==> src/rtl/well_row_scanner.sv <==
// well_row_scanner: walks the well status port bottom-to-top and offers each full row on a valid/ready port.
// Build option WELL_SCAN_EARLY_EXIT_EN: abandon a row on its first empty cell.
module well_row_scanner #(
  parameter int unsigned WELL_BLOCKS_ROW = 20,
  parameter int unsigned WELL_BLOCKS_COL = 10
) (
  input  logic                                 clk,
  input  logic                                 reset,
  input  logic                                 start,
  output logic                                 busy,
  output logic [$clog2(WELL_BLOCKS_ROW)-1:0]   rd_row,
  output logic [$clog2(WELL_BLOCKS_COL)-1:0]   rd_col,
  input  logic                                 rd_status,
  output logic                                 full_valid,
  input  logic                                 full_ready,
  output logic [$clog2(WELL_BLOCKS_ROW)-1:0]   full_row,
  output logic [$clog2(WELL_BLOCKS_ROW+1)-1:0] full_count,
  output logic                                 done
);

  localparam int unsigned RW = $clog2(WELL_BLOCKS_ROW);
  localparam int unsigned CW = $clog2(WELL_BLOCKS_COL);
  localparam int unsigned NW = $clog2(WELL_BLOCKS_ROW + 1);

  typedef enum logic [1:0] {
    S_IDLE,
    S_SCAN,
    S_REPORT,
    S_DONE
  } state_t;

  state_t        r_state;
  logic [RW-1:0] r_rd_row;
  logic [CW-1:0] r_rd_col;
  logic [RW-1:0] r_full_row;
  logic [NW-1:0] r_full_count;
  logic          r_acc;
  logic          r_busy;
  logic          r_full_valid;
  logic          r_done;

  logic w_last_col;
  logic w_last_row;
  logic w_row_full;
  logic w_row_dead;

  assign w_last_col = (r_rd_col == CW'(WELL_BLOCKS_COL - 1));
  assign w_last_row = (r_rd_row == '0);
  assign w_row_full = r_acc & rd_status;

  // An empty cell ends the row immediately only in the early-exit build.
`ifdef WELL_SCAN_EARLY_EXIT_EN
  assign w_row_dead = ~rd_status;
`else
  assign w_row_dead = 1'b0;
`endif

  always_ff @(posedge clk or negedge reset) begin
    if (!reset) begin
      r_state      <= S_IDLE;
      r_rd_row     <= '0;
      r_rd_col     <= '0;
      r_full_row   <= '0;
      r_full_count <= '0;
      r_acc        <= 1'b0;
      r_busy       <= 1'b0;
      r_full_valid <= 1'b0;
      r_done       <= 1'b0;
    end else begin
      case (r_state)
        S_IDLE: begin
          if (start) begin
            r_state      <= S_SCAN;
            r_busy       <= 1'b1;
            r_rd_row     <= RW'(WELL_BLOCKS_ROW - 1);
            r_rd_col     <= '0;
            r_acc        <= 1'b1;
            r_full_count <= '0;
          end
        end

        S_SCAN: begin
          if (w_last_col || w_row_dead) begin
            if (w_row_full) begin
              r_state      <= S_REPORT;
              r_full_valid <= 1'b1;
              r_full_row   <= r_rd_row;
            end else if (w_last_row) begin
              r_state <= S_DONE;
              r_done  <= 1'b1;
            end else begin
              r_rd_row <= r_rd_row - RW'(1);
              r_rd_col <= '0;
              r_acc    <= 1'b1;
            end
          end else begin
            r_rd_col <= r_rd_col + CW'(1);
            r_acc    <= w_row_full;
          end
        end

        // Hold the offer until the sequencer takes it, then resume with the row above.
        S_REPORT: begin
          if (full_ready) begin
            r_full_valid <= 1'b0;
            r_full_count <= r_full_count + NW'(1);
            if (w_last_row) begin
              r_state <= S_DONE;
              r_done  <= 1'b1;
            end else begin
              r_state  <= S_SCAN;
              r_rd_row <= r_rd_row - RW'(1);
              r_rd_col <= '0;
              r_acc    <= 1'b1;
            end
          end
        end

        S_DONE: begin
          r_state <= S_IDLE;
          r_done  <= 1'b0;
          r_busy  <= 1'b0;
        end

        default: begin
          r_state <= S_IDLE;
        end
      endcase
    end
  end

  assign busy       = r_busy;
  assign rd_row     = r_rd_row;
  assign rd_col     = r_rd_col;
  assign full_valid = r_full_valid;
  assign full_row   = r_full_row;
  assign full_count = r_full_count;
  assign done       = r_done;

endmodule
==> config.mk <==
export PLATFORM = sky130hd
export DESIGN_NAME = well_row_scanner
export DESIGN_NICKNAME = d
export VERILOG_FILES = /design/src/rtl/well_row_scanner.sv
export SDC_FILE = /design/constraint.sdc
export NUM_CORES = 1
export LEC_CHECK = 0
export CAP_MARGIN = 20
export CORE_ASPECT_RATIO = 1.75
export CORE_MARGIN = 4
export CORE_UTILIZATION = 47
export CTS_CLUSTER_SIZE = 28
export DETAILED_ROUTE_END_ITERATION = 8
export GPL_TIMING_DRIVEN = 0
export HOLD_SLACK_MARGIN = 0.1
export PLACE_DENSITY_LB_ADDON = 0.2
export SLEW_MARGIN = 20
export SYNTH_ARGS = -nofsm -noshare
export SYNTH_HDL_FRONTEND = slang
export SYNTH_SLANG_ARGS = --single-unit
==> constraint.sdc <==
create_clock -name clk -period 2.1 [get_ports clk]
set_input_delay 0.21 -clock clk [delete_from_list [all_inputs] [get_ports clk]]
set_output_delay 0.21 -clock clk [all_outputs]
set_load 0.01 [all_outputs]
# == Word-level counts from Yosys, hierarchy flattened ==
# Cells that the tools add are included.
# totals
reg_bits,25
latch_bits,0
mem_bits_rw,0
mem_bits_ro,0
elab_cells,77
memories,0
# op_classes
addsub,3
multipliers,0
div,0
magnitude_cmp,0
n_eq_ne,11
shifts,0
muxes,38
n_bitwise,1
reduce_logical,15
# ops
cell,count
5-bit two-way mux,7
4-bit two-way mux,5
4-bit AND reduction,4
5-bit case mux with 3 select lines,1
1-bit two-way mux,12
2-bit two-way mux,6
4-bit case mux with 3 select lines,1
2-bit inequality test (second input constant),5
5-bit case mux with 2 select lines,1
2-bit case mux with 4 select lines,1
3-bit inequality test (second input constant),2
1-bit case mux with 3 select lines,2
3-bit AND reduction,2
2-bit nonzero test,3
3-bit nonzero test,2
5-bit by 1-bit adder with 5-bit output (second input constant),1
5-bit logical NOT,1
5-bit AND reduction,1
5-bit by 1-bit subtractor with 5-bit output (second input constant),1
4-bit by 1-bit adder with 4-bit output (second input constant),1
2-bit equality test (second input constant),2
4-bit equality test (second input constant),1
1-bit case mux with 2 select lines,2
2-bit by 1-bit equality test with 1-bit output (second input constant),1
3 further kinds,3

# == Logic depth before layout (Yosys ltp) ==
# Gate-level depths: netlist of run 1.
# depth
ltp_word,5
ltp_mapped,8
mapped_depth_nobuf,6

# == Least setup slack after synthesis of run 1 ==
# Ideal clock, no wire load.
# synth_path
kind,register to register
start,register r_state[0]
end,register r_rd_col[3] (netlist: rd_col[3])
t_arrival_ps,1881
slack_ps,97
path_stages_with_launch,9
path_buffers,2
period_less_slack_ps,2003
cell_sequence,dfrtp_1 -> inv_1 -> ha_1 -> buf_6 -> nor2b_4 -> or3_1 -> buf_6 -> a311o_1 -> a32o_1
# synth_via
elab_chain_cells,3
elab_cells_between_ends,9
classes_between,eq/ne (5); mux (1); reduce/logical (3)
# synth_lines
item,line_no,text
from (decl),32,state_t r_state;
from (signal assigned),60,r_state <= S_IDLE;
from (signal assigned),73,r_state <= S_SCAN;
from (signal assigned),85,r_state <= S_REPORT;
"2-bit by 1-bit equality test with 1-bit output, or another cell as far along",70,case (r_state)
"3-bit inequality test (no line), or another cell as far along",n/a,
4-bit AND reduction (no line),n/a,
to (signal assigned),97,r_rd_col <= r_rd_col + CW'(1);
to (decl),34,logic [CW-1:0] r_rd_col;
# Several ways; a longest one is shown, not always the timed one.
# A chain may end at the register's enable or synchronous reset.

# == Worst setup path in the final report of run 1 ==
# Ends and elaborated chain as after synthesis.

==> results_dict.tcl, run 1 <==
set metrics [dict create \
    syn2layout_area_growth_pct 26.0 \
    synth_edf_count 0 \
    syn-cell-area_sq_mm 0.00150 \
    status "completed" \
    peakVddDrop_uv 816 \
    seqPwrFrac_pct 31.9 \
    postSynthAreaPerCell_sq_um 9.66 \
    rsz0062_at_grt "false" \
    firstDrtPassIters 4 \
    ys_ff_latch 25 \
    clockRootBuffer "clkbuf_8" \
    antenna_found_initial 0 \
    num_antenna_cells 0 \
    cts_tree "built" \
    via_per_inst 6.05 \
    fillers 284 \
    synthFlopType "dfrtp_1" \
    synth_top_area_share_pct 41.8 \
    final_layout_size_suffix_gt1_share_pct 11.2 \
    p_per_area_mw_per_mm2 1270 \
    grtUsageMet2_pct 38.1 \
    die_w_um 50.7 \
    synthCells 155 \
    rows 26 \
    grt_busiest_layer "met2" \
    grtUsageMet3_pct 2.51 \
    netSwitchingFraction_pct 44.0 \
    max_freq_mhz 489 \
    tightestPinTransition_ns 0.578 \
    clock_path_buffers 2 \
    syn_nets 168 \
    ys_seq_area_share_pct 41.8 \
    maxCapViolCount 0 \
    cts_sinks 25 \
    h-tree-depth 1 \
    reg2reg_depth 8 \
    ant_nets 0 \
    hold_start "full_ready" \
    start_kind "flip-flop" \
    crit_type "reg2reg" \
    final_core_util_pct 63.0 \
    fin_nets 201 \
    wl_per_cell_um 16.3 \
    min_path_cells 3 \
    crit_required_ns 2.27 \
    arrival_ns 2.21 \
    io_buffer_count 25 \
    grt_max_degree 26 \
    coreArea_sq_mm 0.00299 \
    ioPinCount 27 \
    grt_pass1_wl_um 6330 \
    min_period_ns 2.04 \
    hold_violations 0 \
    cts_buffers 3 \
    worstSetupStartpoint "r_state[0]" \
    synth_common_cells "25 x dfrtp_1, 12 x nand2_1, 11 x nor2_1" \
    grt_pass1_vias 1400 \
    async_reset_ff_share_pct 100 \
    drc 0 \
    relSlewSlack_pct 61.5 \
    r2r-start "r_state[0]" \
    p_switching_w 0.00105 \
    timing.final.ws_setup_ns 0.0552 \
    path_clk_slew_ns 0.09 \
    leakage_nw 0.783 \
    synth_most_common_cell "dfrtp_1" \
    synth.yosys.warnings 0 \
    start_util_pct 50.0 \
    yosys.area.top_type "dfrtp_1" \
    clkLatencyLatePin_ns 0.27 \
    place_congestion 0.811 \
    pwr-share-clk_pct 12.2 \
    endpoint_kind "flip-flop" \
    skew_ns 0.00431 \
    power.internal_w 0.00134 \
    die_h_um 82.7 \
    dpl_worst_slack_ns -0.113 \
    routed_wl_um 3730 \
    synth.area.top_cells "dfrtp_1 42%, ha_1 6.7%, mux2_2 3.8%, o21ai_0 3.3%, nand2_1 3.0%" \
    fin_area_sq_mm 0.00189 \
    setup_viol 0 \
    grt_usage_pct 19.7 \
    hpwl_um 2710 \
    dieArea_sq_mm 0.00419 \
    grt_overflow 0 \
    num_vias 1386 \
    synthDistinctLibCells 42 \
    finalCritPeriodShare_pct 97.4 \
    place_area_sq_mm 0.00180 \
    drv_slew 0 \
    crit_fanout 9 \
    hp-class "in2reg" \
    combPwrFrac_pct 55.9 \
    drtIter0Drc 40 \
    grt_use_met1_pct 21.3 \
]
worst paths after layout:
check	endpoint	slack [ns]
max	rd_col[3]	0.06
min in group asynchronous	busy	0.46
max reg2reg	rd_col[3]	0.06
min reg2reg	full_valid	0.52
max in group asynchronous	full_row[2]	1.25
min	full_count[0]	0.27
layout make-up:
| type | instances | area, sq um | share of cell area [%] |
|---|---|---|---|
| plain buffers | 6 | 41.3 | 2.19 |
| clock buffers | 4 | 45.0 | 2.39 |
| inverters | 7 | 26.3 | 1.39 |
| multi-input cells | 117 | 826 | 43.8 |
| flip-flops and latches | 25 | 626 | 33.2 |
| well taps | 42 | 52.6 | 2.79 |
| repair buffers | 28 | 270 | 14.3 |
layout by cell type, fill, tap and decap left out, types with 3 or more instances in the layout:
cell type	instances
a22o_1	4
mux2_2	5
dfrtp_1	25
nor3_1	3
a41oi_1	3
o41ai_1	3
clkdlybuf4s50_1	24
inv_1	6
nand3b_1	3
nand4_1	3
nand2b_1	4
nand3_1	7
nor2_1	10
a31oi_1	5
clkbuf_1	4
o21ai_0	9
ha_1	7
nand2_1	12
clkbuf_8	3
buf_4	3
a21oi_1	7
power by group through the flow:
stage / Clock, W / Sequential, W / Combinational (W)
3_3_place_gp: 0 / 0.000763 / 0.00124
6_report: 0.000292 / 0.000765 / 0.00134
4_1_cts: 0.000301 / 0.000753 / 0.00133
5_1_grt: 0.000322 / 0.000787 / 0.00147
3_5_place_dp: 0 / 0.000772 / 0.00127
2_1_floorplan: 0 / 0.000780 / 0.000814
per-stage QoR:
stage	TNS (ns)	hold slack [ns]	std cells	power, W
2_1_floorplan	0	-0.0856	155	0.00159
3_3_place_gp	-0.204	0.483	222	0.00200
3_5_place_dp	-0.270	0.246	222	0.00204
4_1_cts	0	0.273	229	0.00239
5_1_grt	0	0.283	229	0.00258
6_report	0	0.274	229	0.00240
per-layer routing:
| layer | wire, um | vias up |
|---|---|---|
| li1 | - | 649 |
| met1 | 1460 | 682 |
| met2 | 2030 | 48 |
| met3 | 171 | 7 |
| met4 | 68 | 0 |
| met5 | 0 | - |
logic make-up after synthesis:
family | count (synthesis) | share of synthesized area (%)
xor gates and xnor gates | 1 | 0.585
DFF | 25 | 41.8
buffers and inverters | 13 | 4.51
AOI/OAI and AO/OA | 47 | 21.8
adders and majority gates | 8 | 6.68
and+or+nand+nor | 56 | 20.9
muxes | 5 | 3.76
registers in the layout, summed over array words and instances, names as in the netlist:
name / cells
rd_col: 4
busy: 1
full_row: 5
r_state: 2
done: 1
r_acc: 1
full_count: 5
full_valid: 1
rd_row: 5
worst max-delay path, cell delays in order (launching register included):
cell and delay, ns:
dfrtp_1 0.38, inv_2 0.06, ha_1 0.20, buf_6 0.13, nor2b_4 0.13, or3_1 0.36
buf_6 0.15, a311o_1 0.32, a32o_1 0.21
what timing repair did:
item,CTS,global route
hold buffers,1,0
setup buffers,2,0
endpoints found under the hold margin,25,0
resized for setup,2,5
setup endpoints to repair,6,14
Note: power is estimated with default switching activity, not from simulation.
==> run 2, diff against run 1 <==
- ABC_AREA: not set -> 0
- CAP_MARGIN: 20 -> not set
- PLACE_DENSITY: not set -> 0.75
- PLACE_DENSITY_LB_ADDON: 0.2 -> not set
==> run 2 against run 1 <==
Effect of this change: sequential share of layout area decreased by 0.39 points; clock power barely moved; setup slack better by 0.023 ns; first-iteration DRC count rose by 28%; clock skew grew 0.0021 ns; sequential power is 0.5% higher; register-to-register slack improved by 0.02 ns; power grew 2.2%; design area up 1.2%; fmax grew 1.2%.
==> results_dict.tcl, run 2 (same netlist as run 1, synthesis figures left out) <==
set metrics [dict create \
    status "completed" \
    top_layer "met4" \
    rows 26 \
    fin_nets 203 \
    min_path_cells 3 \
    power_w 0.00245 \
    ant_nets 0 \
    leakage_nw 0.798 \
    start_kind "flip-flop" \
    crit_required_ns 2.27 \
    drv_slew 0 \
    wl_per_cell_um 16.1 \
    min_period_ns 2.02 \
    met3_length_um 193 \
    grt_max_degree 26 \
    skew_ns 0.00638 \
    r2r-start "r_state[0]" \
    grt_pass1_vias 1415 \
    grt_overflow 0 \
    dpl_worst_slack_ns -0.126 \
    routedLengthMet1_um 1400 \
    clkLatencyLatePin_ns 0.28 \
    ioPinCount 27 \
    fin_tns_setup_ns 0 \
    die_h_um 82.7 \
    hpwl_um 2670 \
    mostFrequentLayoutCell "dfrtp_1" \
    start_util_pct 50.0 \
    syn2layout_area_growth_pct 27.5 \
    rsz0062_at_grt "false" \
    path_clk_slew_ns 0.09 \
    hold_start "full_ready" \
    r2r_end "rd_col[3]" \
    fin_area_sq_mm 0.00191 \
    endpoint_kind "flip-flop" \
    place_congestion 0.804 \
    max_freq_mhz 495 \
    tightestPinTransition_ns 0.585 \
    timing.final.ws_setup_ns 0.0785 \
    drc 0 \
    cts_buffers 3 \
    final_cell_mix "25 x dfrtp_1, 24 x clkdlybuf4s50_1, 12 x nand2_1, 10 x nor2_1, 9 x o21ai_0" \
    grt_usage_pct 19.5 \
    setup_viol 0 \
    io_buffer_count 25 \
    coreArea_sq_mm 0.00299 \
    antenna_found_initial 0 \
    h-tree-depth 1 \
    routed_wl_um 3710 \
    firstDrtPassIters 4 \
    reg2reg_depth 8 \
    maxCapViolCount 0 \
    final_core_util_pct 63.8 \
    clockRootBuffer "clkbuf_8" \
    crit_fanout 8 \
    via_per_inst 6.04 \
    cts_tree "built" \
    min_to "full_count[0]" \
    finalCritPeriodShare_pct 96.3 \
    cts_sinks 25 \
    p_per_area_mw_per_mm2 1280 \
    wl_met2_um 2040 \
    clock_path_buffers 2 \
    hold_violations 0 \
    num_antenna_cells 0 \
    peakVddDrop_uv 1030 \
    hp-class "in2reg" \
    place_area_sq_mm 0.00180 \
    relSlewSlack_pct 61.0 \
    crit_type "reg2reg" \
    drtIter0Drc 51 \
    num_vias 1395 \
    fillers 266 \
    final_layout_size_suffix_gt1_share_pct 12.7 \
    rrSetupSlack_ns 0.08 \
    die_w_um 50.7 \
    dieArea_sq_mm 0.00419 \
    arrival_ns 2.19 \
    grt_pass1_wl_um 6380 \
]
## run 2: cell count changes in the layout (fill, tap and decap cells not counted)
cell / change
nor2b_1: +1
or3_1: -1
o41ai_2: +1
o41ai_1: -1
or3_4: +1
buf_2: +1
nor2b_2: -1
buf_4: +1
## run 2: worst max path at each step
stage / startpoint / to / slack (ns) / cells after the start
2_1_floorplan: r_state[0] / rd_col[3] / 0.1 / 8
6_report: r_state[0] / rd_col[3] / 0.08 / 8
3_3_place_gp: r_state[0] / rd_row[3] / -0.06 / 7
5_1_grt: r_state[0] / rd_col[3] / 0.02 / 8
4_1_cts: r_state[1] / rd_col[3] / 0.01 / 7
3_5_place_dp: r_state[0] / rd_row[3] / -0.13 / 7
## run 2: routing by layer
layer	vias to the layer above	global-route usage (%)
met3	8	2.69
met1	680	22.2
li1	655	-
met4	0	8.36
met2	52	35.9
met5	-	0
## run 2: power by group
part	internal, W	leakage, nW	switching [W]	total (W)
clock network	0.000136	0.0228	0.000158	0.000294
logic	0.000634	0.455	0.000751	0.00139
registers	0.000602	0.319	0.000166	0.000769
total	0.00137	0.798	0.00108	0.00245
## run 2: through the flow
stage | hold slack, ns | std cells
3_3_place_gp | 0.480 | 222
4_1_cts | 0.271 | 229
3_5_place_dp | 0.238 | 222
5_1_grt | 0.323 | 231
2_1_floorplan | -0.0856 | 155
6_report | 0.269 | 231
## run 2: layout make-up
type	count	area, sq um	area share, %
repair buffers	30	283	14.8
well taps	42	52.6	2.75
clock buffers	4	45.0	2.36
plain buffers	6	41.3	2.16
flip-flops and latches	25	626	32.8
multi-input cells	117	836	43.8
inverters	7	26.3	1.38
## run 2: what timing repair did
item,4_1_cts,5_1_grt
endpoints found under the setup margin,5,14
pin swaps,0,1
hold buffers,1,0
endpoints found under the hold margin,25,0
setup buffers,2,1
gates resized for setup,1,7
gates cloned,0,1
## run 2: critical path: stages, from the launching register on
cell and delay, ns:
dfrtp_1 0.37, inv_2 0.06, ha_1 0.20, buf_6 0.13
nor2b_4 0.13, or3_4 0.37, buf_6 0.14, a311o_1 0.29
a32o_1 0.21
==> run 3, diff against run 2 <==
- CAP_MARGIN: not set -> 20
- GPL_TIMING_DRIVEN: 0 -> not set
==> run 3 against run 2 <==
Effect of this change: clock skew shrank 0.0043 ns; non-clock buffer count up 4; core utilization is 0.50 points higher; flip-flop and latch count stayed put; clock power is 3% lower; via count fell by 0.43%; die area did not move; sequential power decreased by 2%; power decreased by 3.1%; setup slack better by 0.073 ns; combinational power is 4% lower; cell count grew 1.7%; critical endpoint unchanged; largest power group unchanged.
==> results_dict.tcl, run 3 (same netlist as run 1, synthesis figures left out) <==
set metrics [dict create \
    cts_tree "built" \
    grt_pass1_vias 1501 \
    dieArea_sq_mm 0.00419 \
    grt_pass1_wl_um 6500 \
    combPwrFrac_pct 56.2 \
    die_w_um 50.7 \
    clkLatencyLatePin_ns 0.27 \
    final_core_util_pct 64.3 \
    p_per_area_mw_per_mm2 1230 \
    worstPathCellList "inv_1, ha_1, nor2b_4, or3_4, a311o_1, a32o_1" \
    grt_overflow 0 \
    path_delay_family "simple AND/OR/NAND/NOR gates" \
    mostFrequentLayoutCell "clkdlybuf4s50_1" \
    path_clk_slew_ns 0.09 \
    crit_path_top_delay_cell "or3_4" \
    crit_required_ns 2.26 \
    pwr-share-clk_pct 12.0 \
    maxCapViolCount 0 \
    drtIter0Drc 32 \
    routed_wl_um 3680 \
    tightestPinTransition_ns 0.533 \
    ant_nets 0 \
    fillers 273 \
    clockRootBuffer "clkbuf_8" \
    num_vias 1389 \
    fin_nets 207 \
    rsz0062_at_grt "false" \
    num_antenna_cells 0 \
    skew_ns 0.00207 \
    peakVddDrop_uv 923 \
    antenna_found_initial 0 \
    rrSetupSlack_ns 0.15 \
    hold_violations 0 \
    cts_sinks 25 \
    finalCritPeriodShare_pct 92.8 \
    via_per_inst 5.91 \
    hp-class "in2async" \
    status "completed" \
    place_congestion 0.822 \
    wl_per_cell_um 15.7 \
    cpPeakStageDelay_ns 0.43 \
    min_period_ns 1.95 \
    final_cell_mix "26 x clkdlybuf4s50_1, 25 x dfrtp_1, 14 x buf_4, 12 x nand2_1, 11 x nor2_1" \
    seqPwrFrac_pct 31.7 \
    io_buffer_count 26 \
    rows 26 \
    hpwl_um 2810 \
    relSlewSlack_pct 64.5 \
    max_freq_mhz 513 \
    p_switching_w 0.00102 \
    grt_max_degree 26 \
    netSwitchingFraction_pct 43.1 \
    ioPinCount 27 \
    cts_buffers 3 \
    leakage_nw 0.820 \
    final_layout_size_suffix_gt1_share_pct 13.0 \
    worst-path-buf-inv 1 \
    syn2layout_area_growth_pct 28.5 \
    die_h_um 82.7 \
    coreArea_sq_mm 0.00299 \
    drv_slew 0 \
    crit_fanout 9 \
    drc 0 \
    power.internal_w 0.00135 \
    fin_tns_setup_ns 0 \
    endpoint_kind "flip-flop" \
    start_util_pct 50.0 \
    arrival_ns 2.11 \
    grt_usage_pct 19.8 \
    h-tree-depth 1 \
    setup_viol 0 \
    crit_type "reg2reg" \
    clock_path_buffers 2 \
    start_kind "flip-flop" \
    firstDrtPassIters 4 \
]
-- run 3: cell types whose count changed in the layout (fill, tap and decap cells not counted), sizes merged --
cell	previous run	this run
dlygate4sd3	1	0
clkdlybuf4s50	24	26
clkbuf	7	4
buf	8	14
-- run 3: worst paths after layout --
check                           start            end  cells after the start
setup / recovery           r_state[0]      rd_col[3]                      6
hold / removal                  reset  full_count[2]                      2
setup reg to reg           r_state[0]      rd_col[3]                      6
hold reg to reg            full_valid     full_valid                      1
max in group asynchronous       reset      rd_col[2]                      2
min in group clk           full_valid     full_valid                      1
-- run 3: power by group through the flow --
stage / Sequential (W) / Clock (W) / Combinational [W]
final: 0.000753 / 0.000286 / 0.00133
after floorplan: 0.000780 / 0 / 0.000814
after CTS: 0.000751 / 0.000295 / 0.00132
after detailed placement: 0.000758 / 0 / 0.00132
after global placement: 0.000749 / 0 / 0.00126
after global routing: 0.000775 / 0.000320 / 0.00147
-- run 3: what timing repair did --
action	in CTS	in global routing
gates resized for setup	0	1
hold buffers	0	0
setup buffers	0	0
setup endpoints to repair	0	3
-- run 3: final cells by class --
cell class	instances	area, sq um	share of cell area, %
clock buffer	4	45.0	2.34
inverter	7	26.3	1.37
multi-input combinational	117	810	42.1
sequential	25	626	32.5
tap	42	52.6	2.73
timing repair buffer	40	365	19.0
-- run 3: layer usage --
layer | vias up | wire length [um] | global-route usage (%)
met1 | 678 | 1450 | 21.3
met5 | - | 0 | 0
met4 | 0 | 53 | 8.63
met3 | 7 | 147 | 2.87
li1 | 660 | - | -
met2 | 44 | 2040 | 37.8
-- run 3: through the flow --
step                power, W  hold WS (ns)  cells  cell area (sq um)  worst slack (ns)
finish               0.00237         0.304    235               1920             0.152
CTS                  0.00237         0.317    235               1920            0.0454
floorplan            0.00159       -0.0856    155               1500            0.0972
global placement     0.00201         0.478    231               1870             0.128
detailed placement   0.00207         0.480    231               1870            0.0580
global route         0.00257         0.349    235               1920           0.00938
-- run 3: worst register-to-register path, stage by stage, from the launching register on --
cell and delay (ns):
dfrtp_1 0.41, inv_1 0.10, ha_1 0.22, nor2b_4 0.14
or3_4 0.43, a311o_1 0.34, a32o_1 0.20
